--- config.mk ---
export PLATFORM = sky130hd
export DESIGN_NAME = array_word_packer_flat
export DESIGN_NICKNAME = d
export VERILOG_FILES = /design/src/rtl/array_pkg.sv /design/src/rtl/array_word_packer_if.sv /design/src/rtl/word_fifo.sv /design/src/rtl/array_word_packer.sv /design/src/flat_wrapper.sv
export SDC_FILE = /design/constraint.sdc
export NUM_CORES = 1
export LEC_CHECK = 0
export BUFFER_PORTS_ARGS = -buffer_cell sky130_fd_sc_hd__buf_2
export CAP_MARGIN = 25
export CORE_UTILIZATION = 40
export CTS_BUF_LIST = sky130_fd_sc_hd__clkbuf_2 sky130_fd_sc_hd__clkbuf_4 sky130_fd_sc_hd__clkbuf_8
export DETAILED_ROUTE_END_ITERATION = 8
export GPL_TIMING_DRIVEN = 0
export PLACE_DENSITY = 0.6
export SLEW_MARGIN = 25
export SYNTH_ARGS = -nofsm -noshare
export SYNTH_HDL_FRONTEND = slang
export SYNTH_SLANG_ARGS = --single-unit
--- constraint.sdc ---
create_clock -name clk -period 2.85 [get_ports clk]
set_input_delay 0.285 -clock clk [delete_from_list [all_inputs] [get_ports clk]]
set_output_delay 0.285 -clock clk [all_outputs]
set_load 0.02 [all_outputs]
--- src/rtl/array_pkg.sv ---
// Shared widths and payload types for the byte array stage and its word packer.
package array_pkg;
    localparam int DATA_W       = 8;
    localparam int LANES        = 4;
    localparam int WORD_W       = DATA_W * LANES;
    localparam int FIFO_DEPTH   = 4;
    localparam int LVL_W        = $clog2(FIFO_DEPTH) + 1;
    localparam int DROP_CNT_MAX = 255;

    typedef logic [WORD_W-1:0] word_t;
    typedef logic [LANES-1:0]  keep_t;
    typedef logic [LVL_W-1:0]  level_t;

    typedef struct packed {
        word_t data;
        keep_t keep;
    } fifo_entry_t;
endpackage

--- src/rtl/array_word_packer_if.sv ---
// Byte input stream and packed word output stream of the word packer.
interface array_word_packer_if;
    import array_pkg::*;

    logic              in_valid;
    logic [DATA_W-1:0] in_data;
    logic              in_last;
    logic              out_valid;
    logic              out_ready;
    word_t             out_data;
    keep_t             out_keep;

    modport slave  (input  in_valid, in_data, in_last, out_ready,
                    output out_valid, out_data, out_keep);
    modport master (output in_valid, in_data, in_last, out_ready,
                    input  out_valid, out_data, out_keep);
endinterface

--- src/rtl/word_fifo.sv ---
// Synchronous word+keep FIFO; head is shown combinationally and forced to zero when empty.
module word_fifo
    import array_pkg::*;
#(
    parameter int DEPTH = FIFO_DEPTH
) (
    input  logic                       clk,
    input  logic                       rst,
    input  logic                       push,
    input  fifo_entry_t                wr_entry,
    input  logic                       pop,
    output fifo_entry_t                head,
    output logic                       full,
    output logic                       empty,
    output logic [$clog2(DEPTH):0]     level
);
    localparam int PTR_W = $clog2(DEPTH);
    localparam int LW    = PTR_W + 1;

    fifo_entry_t      mem [DEPTH];
    logic [PTR_W-1:0] wr_ptr;
    logic [PTR_W-1:0] rd_ptr;
    logic             push_ok;
    logic             pop_ok;

    assign full    = (level == LW'(DEPTH));
    assign empty   = (level == '0);
    // A push into a full FIFO is accepted only if the head leaves in the same cycle.
    assign push_ok = push && (!full || pop);
    assign pop_ok  = pop && !empty;
    assign head    = empty ? '0 : mem[rd_ptr];

    always_ff @(posedge clk) begin
        if (push_ok) mem[wr_ptr] <= wr_entry;
    end

    always_ff @(posedge clk) begin
        if (rst) begin
            wr_ptr <= '0;
            rd_ptr <= '0;
            level  <= '0;
        end else begin
            if (push_ok) wr_ptr <= wr_ptr + 1'b1;
            if (pop_ok)  rd_ptr <= rd_ptr + 1'b1;
            case ({push_ok, pop_ok})
                2'b10:   level <= level + 1'b1;
                2'b01:   level <= level - 1'b1;
                default: level <= level;
            endcase
        end
    end
endmodule

--- src/rtl/array_word_packer.sv ---
// Packs the array's byte read stream into little-endian words, buffers them and
// drops (and counts) words that arrive while the output FIFO is full.
module array_word_packer
    import array_pkg::*;
(
    input  logic                clk,
    input  logic                rst,
    array_word_packer_if.slave  bus,
    output logic                overflow,
    output logic [7:0]          drop_count,
    output level_t              fifo_level
);
    localparam int LANE_W = $clog2(LANES);

    logic [LANE_W-1:0] lane_idx;
    word_t             part_data;
    keep_t             part_keep;
    word_t             cur_data;
    keep_t             cur_keep;
    logic              complete;
    logic              pop;
    logic              full;
    logic              empty;
    logic              drop;
    fifo_entry_t       head;

    // Current word with this cycle's byte merged in; this is what gets pushed on completion.
    for (genvar k = 0; k < LANES; k++) begin : g_lane
        logic hit;
        assign hit = bus.in_valid && (lane_idx == LANE_W'(k));
        assign cur_data[k*DATA_W +: DATA_W] = hit ? bus.in_data : part_data[k*DATA_W +: DATA_W];
        assign cur_keep[k] = part_keep[k] | hit;
    end

    assign complete = bus.in_valid && ((lane_idx == LANE_W'(LANES-1)) || bus.in_last);
    assign pop      = bus.out_valid && bus.out_ready;
    assign drop     = complete && full && !pop;

    always_ff @(posedge clk) begin
        if (rst) begin
            lane_idx  <= '0;
            part_data <= '0;
            part_keep <= '0;
        end else if (bus.in_valid) begin
            if (complete) begin
                lane_idx  <= '0;
                part_data <= '0;
                part_keep <= '0;
            end else begin
                lane_idx  <= lane_idx + 1'b1;
                part_data <= cur_data;
                part_keep <= cur_keep;
            end
        end
    end

    always_ff @(posedge clk) begin
        if (rst) begin
            overflow   <= 1'b0;
            drop_count <= '0;
        end else if (drop) begin
            overflow <= 1'b1;
            if (drop_count != 8'(DROP_CNT_MAX)) drop_count <= drop_count + 1'b1;
        end
    end

    word_fifo #(.DEPTH(FIFO_DEPTH)) u_fifo (
        .clk      (clk),
        .rst      (rst),
        .push     (complete),
        .wr_entry ('{data: cur_data, keep: cur_keep}),
        .pop      (pop),
        .head     (head),
        .full     (full),
        .empty    (empty),
        .level    (fifo_level)
    );

    assign bus.out_valid = !empty;
    assign bus.out_data  = head.data;
    assign bus.out_keep  = head.keep;
endmodule

--- src/flat_wrapper.sv ---
// flat-port wrapper written by rule: the top's interface ports become plain ports
module array_word_packer_flat import array_pkg::*;
  (clk, rst, overflow, drop_count, fifo_level, bus_in_valid, bus_in_data, bus_in_last, bus_out_ready, bus_out_valid, bus_out_data, bus_out_keep);
  array_word_packer_if bus_i ();
  input  logic clk;
  input  logic rst;
  output logic overflow;
  output logic [7:0] drop_count;
  output level_t fifo_level;
  input wire logic [$bits(bus_i.in_valid)-1:0] bus_in_valid;
  input wire logic [$bits(bus_i.in_data)-1:0] bus_in_data;
  input wire logic [$bits(bus_i.in_last)-1:0] bus_in_last;
  input wire logic [$bits(bus_i.out_ready)-1:0] bus_out_ready;
  output wire logic [$bits(bus_i.out_valid)-1:0] bus_out_valid;
  output wire logic [$bits(bus_i.out_data)-1:0] bus_out_data;
  output wire logic [$bits(bus_i.out_keep)-1:0] bus_out_keep;
  assign bus_i.in_valid = bus_in_valid;
  assign bus_i.in_data = bus_in_data;
  assign bus_i.in_last = bus_in_last;
  assign bus_i.out_ready = bus_out_ready;
  assign bus_out_valid = bus_i.out_valid;
  assign bus_out_data = bus_i.out_data;
  assign bus_out_keep = bus_i.out_keep;
  array_word_packer u_core (.clk(clk), .rst(rst), .bus(bus_i), .overflow(overflow), .drop_count(drop_count), .fifo_level(fifo_level));
endmodule
==> flow_metrics.py <==
metrics = {
    "run_status": {
        "status": "completed",
    },
    "setup_path": {
        "path_cells": "buf_2 -> clkbuf_4 -> mux4_2 -> and2_1 -> buf_2",
        "r2r-start": "u_core.lane_idx[0]$_SDFFE_PP0P_",
        "crit_fanout": 10,
        "critPathLaunchType": "register",
        "crit_slowest_cell": "mux4_2",
        "max_stage_delay_ns": 0.59,
        "cpMostUsedCell": "buf_2",
        "required_ns": 2.57,
        "r2r_cells": 10,
        "ff2ff_setup_slack_ns": 0.21,
        "crit_type": "register to primary output",
        "worstPathArrival_ns": 2.37,
        "r2r-end": "u_core.u_fifo.level[2]$_SDFFE_PP0P_",
        "worstSetupEndpointType": "primary output",
    },
    "floorplan": {
        "die_w_um": 144,
        "core_sq_um": 19600,
        "die_h_um": 144,
        "die_area_sq_um": 20700,
        "start_util_pct": 41.2,
        "ioPinCount": 62,
        "row_count": 51,
    },
    "routing": {
        "vias": 4403,
        "via_per_inst": 5.06,
        "antenna_left": 0,
        "first_pass_iters": 4,
        "wl_per_cell_um": 18.8,
        "drtIter0Drc": 227,
        "remaining_drc_errors": 0,
        "totalWireLength_mm": 16.4,
    },
    "timing": {
        "worst_slew_pin_slew_ns": 0.822,
        "holdWs_ns": 0.224,
        "hold_violations": 0,
        "final_max_slew_viol_count": 0,
        "max_slew_margin_pct": 45.1,
        "setup_viol": 0,
        "fin_crit_sh_pct": 93.3,
        "min_period_ns": 2.66,
        "grt_setup_unrepaired": "no",
        "clock.fmax_mhz": 376,
        "skew_ns": 0.0128,
        "finalSetupTns_ns": 0,
    },
    "synth": {
        "syn_area_sq_um": 8060,
        "yosysWarnings": 0,
        "synth-edff-count": 144,
        "async_reset_ff_share_pct": 0,
        "syn-num-nets": 536,
        "ys_types": 37,
        "syn_inst": 512,
        "synth_seq_area_share_pct": 67.5,
        "postSynthAreaPerCell_sq_um": 15.7,
        "synth-seq-cells": 200,
        "synth_flop_cell": "edfxtp_1",
    },
    "pwr": {
        "power_density_nw_per_um2": 745,
        "finalPower_mw": 6.81,
        "peakVddDrop_mv": 0.343,
        "cellLeakagePower_nw": 3.26,
    },
    "clocking": {
        "cts_num_sinks": 200,
        "cts_buffers": 17,
        "h-tree-depth": 4,
        "clk_path_buf_depth": 2,
        "cts_setup_buffers": 0,
        "cts_tree": "built",
        "cts-root-buf": "clkbuf_8",
        "clock_latency_ns": 0.46,
        "path_clk_slew_ns": 0.10,
    },
    "layout": {
        "final_layout_size_suffix_gt1_share_pct": 29.8,
        "layout_common_cells": "144 x edfxtp_1, 64 x buf_2, 56 x dfxtp_1",
        "regArea_sq_um": 5450,
        "instances_no_fill": 870,
        "layout.nets": 616,
        "final_cell_area_sq_um": 9150,
        "antenna-diode-count": 0,
        "multi_input_area_sq_um": 2490,
        "fillerInstances": 1743,
        "area_delta_synth_final_pct": 13.5,
        "final_common_cell": "edfxtp_1",
    },
    "global_routing": {
        "antenna_found_initial": 1,
        "grt_pass1_vias": 4535,
        "grt_pass1_wl_mm": 25.4,
        "grt_max_degree": 37,
        "groute.usage.overall_pct": 17.0,
        "grt_overflow": 0,
    },
    "min_path": {
        "hold_class": "input pin to register",
        "hold_end": "u_core.overflow$_SDFFE_PP0P_",
        "hold_start": "bus_out_ready",
        "hold_path_depth": 4,
    },
    "placed_design": {
        "place_inst": 839,
        "place_congestion": 0.797,
        "dpl-instance-area_sq_um": 8780,
        "io_buffers": 59,
        "dp_hpwl_mm": 10.6,
    },
    "run": {
        "maxCapViolCount": 0,
    },
}
per-layer routing:
layer / part of all wire (%) / track usage, % / routed length, um
met4: 1.3 / 4.98 / 205
met2: 50 / 28.8 / 8240
met5: 0.049 / 0 / 8
met1: 44 / 21.7 / 7200
met3: 4.4 / 4.04 / 719
cell families (layout without fill, tap and decap cells):
family,after synthesis,in the layout,synth area share (%)
adders and majority gates,11,11,1.80
muxes,70,70,14.8
DFF,200,200,67.5
AOI/OAI and AO/OA,41,41,2.79
xor gates and xnor gates,8,8,0.869
buffers and inverters,34,127,1.71
and+or+nand+nor,148,148,10.5
power by group:
| part | total (mW) | switching, mW | internal (mW) |
|---|---|---|---|
| Sequential | 3.27 | 0.0621 | 3.21 |
| Combinational | 1.86 | 1.09 | 0.777 |
| Clock | 1.68 | 0.985 | 0.692 |
how the worst max path moves through the flow:
stage	startpoint	to	slack, ns	cells past startpoint
after global routing	u_core.u_fifo.level[0]$_SDFFE_PP0P_	bus_out_data[7]	0.009	5
after CTS	register	bus_out_data[21]	0.03	5
after floorplan	u_core.lane_idx[0]$_SDFFE_PP0P_	u_core.u_fifo.level[2]$_SDFFE_PP0P_	0.58	10
after global placement	u_core.lane_idx[0]$_SDFFE_PP0P_	u_core.u_fifo.mem[0][13]$_DFFE_PP_	-0.23	4
final	register	bus_out_data[21]	0.19	5
after detailed placement	u_core.lane_idx[0]$_SDFFE_PP0P_	u_core.u_fifo.level[2]$_SDFFE_PP0P_	0.23	10
worst max-delay path, delay by kind of cell, from the launching register on:
kind | cells | cell delay (ns)
flops | 1 | 0.31
mux | 1 | 0.59
buf+inv | 3 | 0.84
simple gates | 1 | 0.18
Yosys cell counts (2+ instances only):
library cell  instances  share of area (%)
o21ai_0               3               0.19
mux2i_1               2               0.25
nor2_1               41                1.9
nand2b_1              5               0.39
mux2_2               32                4.5
nand3_1               5               0.31
inv_1                 8               0.37
mux4_2               36                 10
clkbuf_1             18               0.84
xor2_1                5               0.54
ha_1                 10                1.6
xnor2_1               3               0.33
nor2b_1              24                1.9
a21oi_1              32                2.0
buf_2                 8               0.50
nand2_1               6               0.28
or3_1                 4               0.31
edfxtp_1            144                 54
and2_1               49                3.8
dfxtp_1              56                 14
and3_1                5               0.39
stage by stage:
step | worst slack, ns | util (%)
final | 0.191 | 46.7
after global routing | 0.00933 | 46.7
after CTS | 0.0315 | 46.7
after detailed placement | 0.230 | 44.8
after global placement | -0.228 | 44.4
after floorplan | 0.579 | -
registers in the layout, summed over array words and instances, names as in the netlist, named ones only:
name / flops
u_core.overflow: 1
u_core.u_fifo.mem: 144
u_core.u_fifo.wr_ptr: 2
u_core.u_fifo.rd_ptr: 2
u_core.part_keep: 4
u_core.lane_idx: 2
u_core.u_fifo.level: 3
u_core.part_data: 32
u_core.drop_count: 8
area by class of cell:
class                           count  share of cell area, %
Sequential cell                   200                   59.5
Multi-Input combinational cell    278                   27.2
Timing Repair Buffer               62                   4.13
Tap cell                          265                   3.62
Clock buffer                       17                   2.56
Clock inverter                     15                   1.38
Buffer                             25                   1.26
Inverter                            8                  0.328
timing repair:
action / in CTS / in global routing
gates resized for setup: 3 / 3
endpoints found under the setup margin: 30 / 18
hold buffers: 0 / 0
No activity file was read; power rests on OpenSTA's default activity.
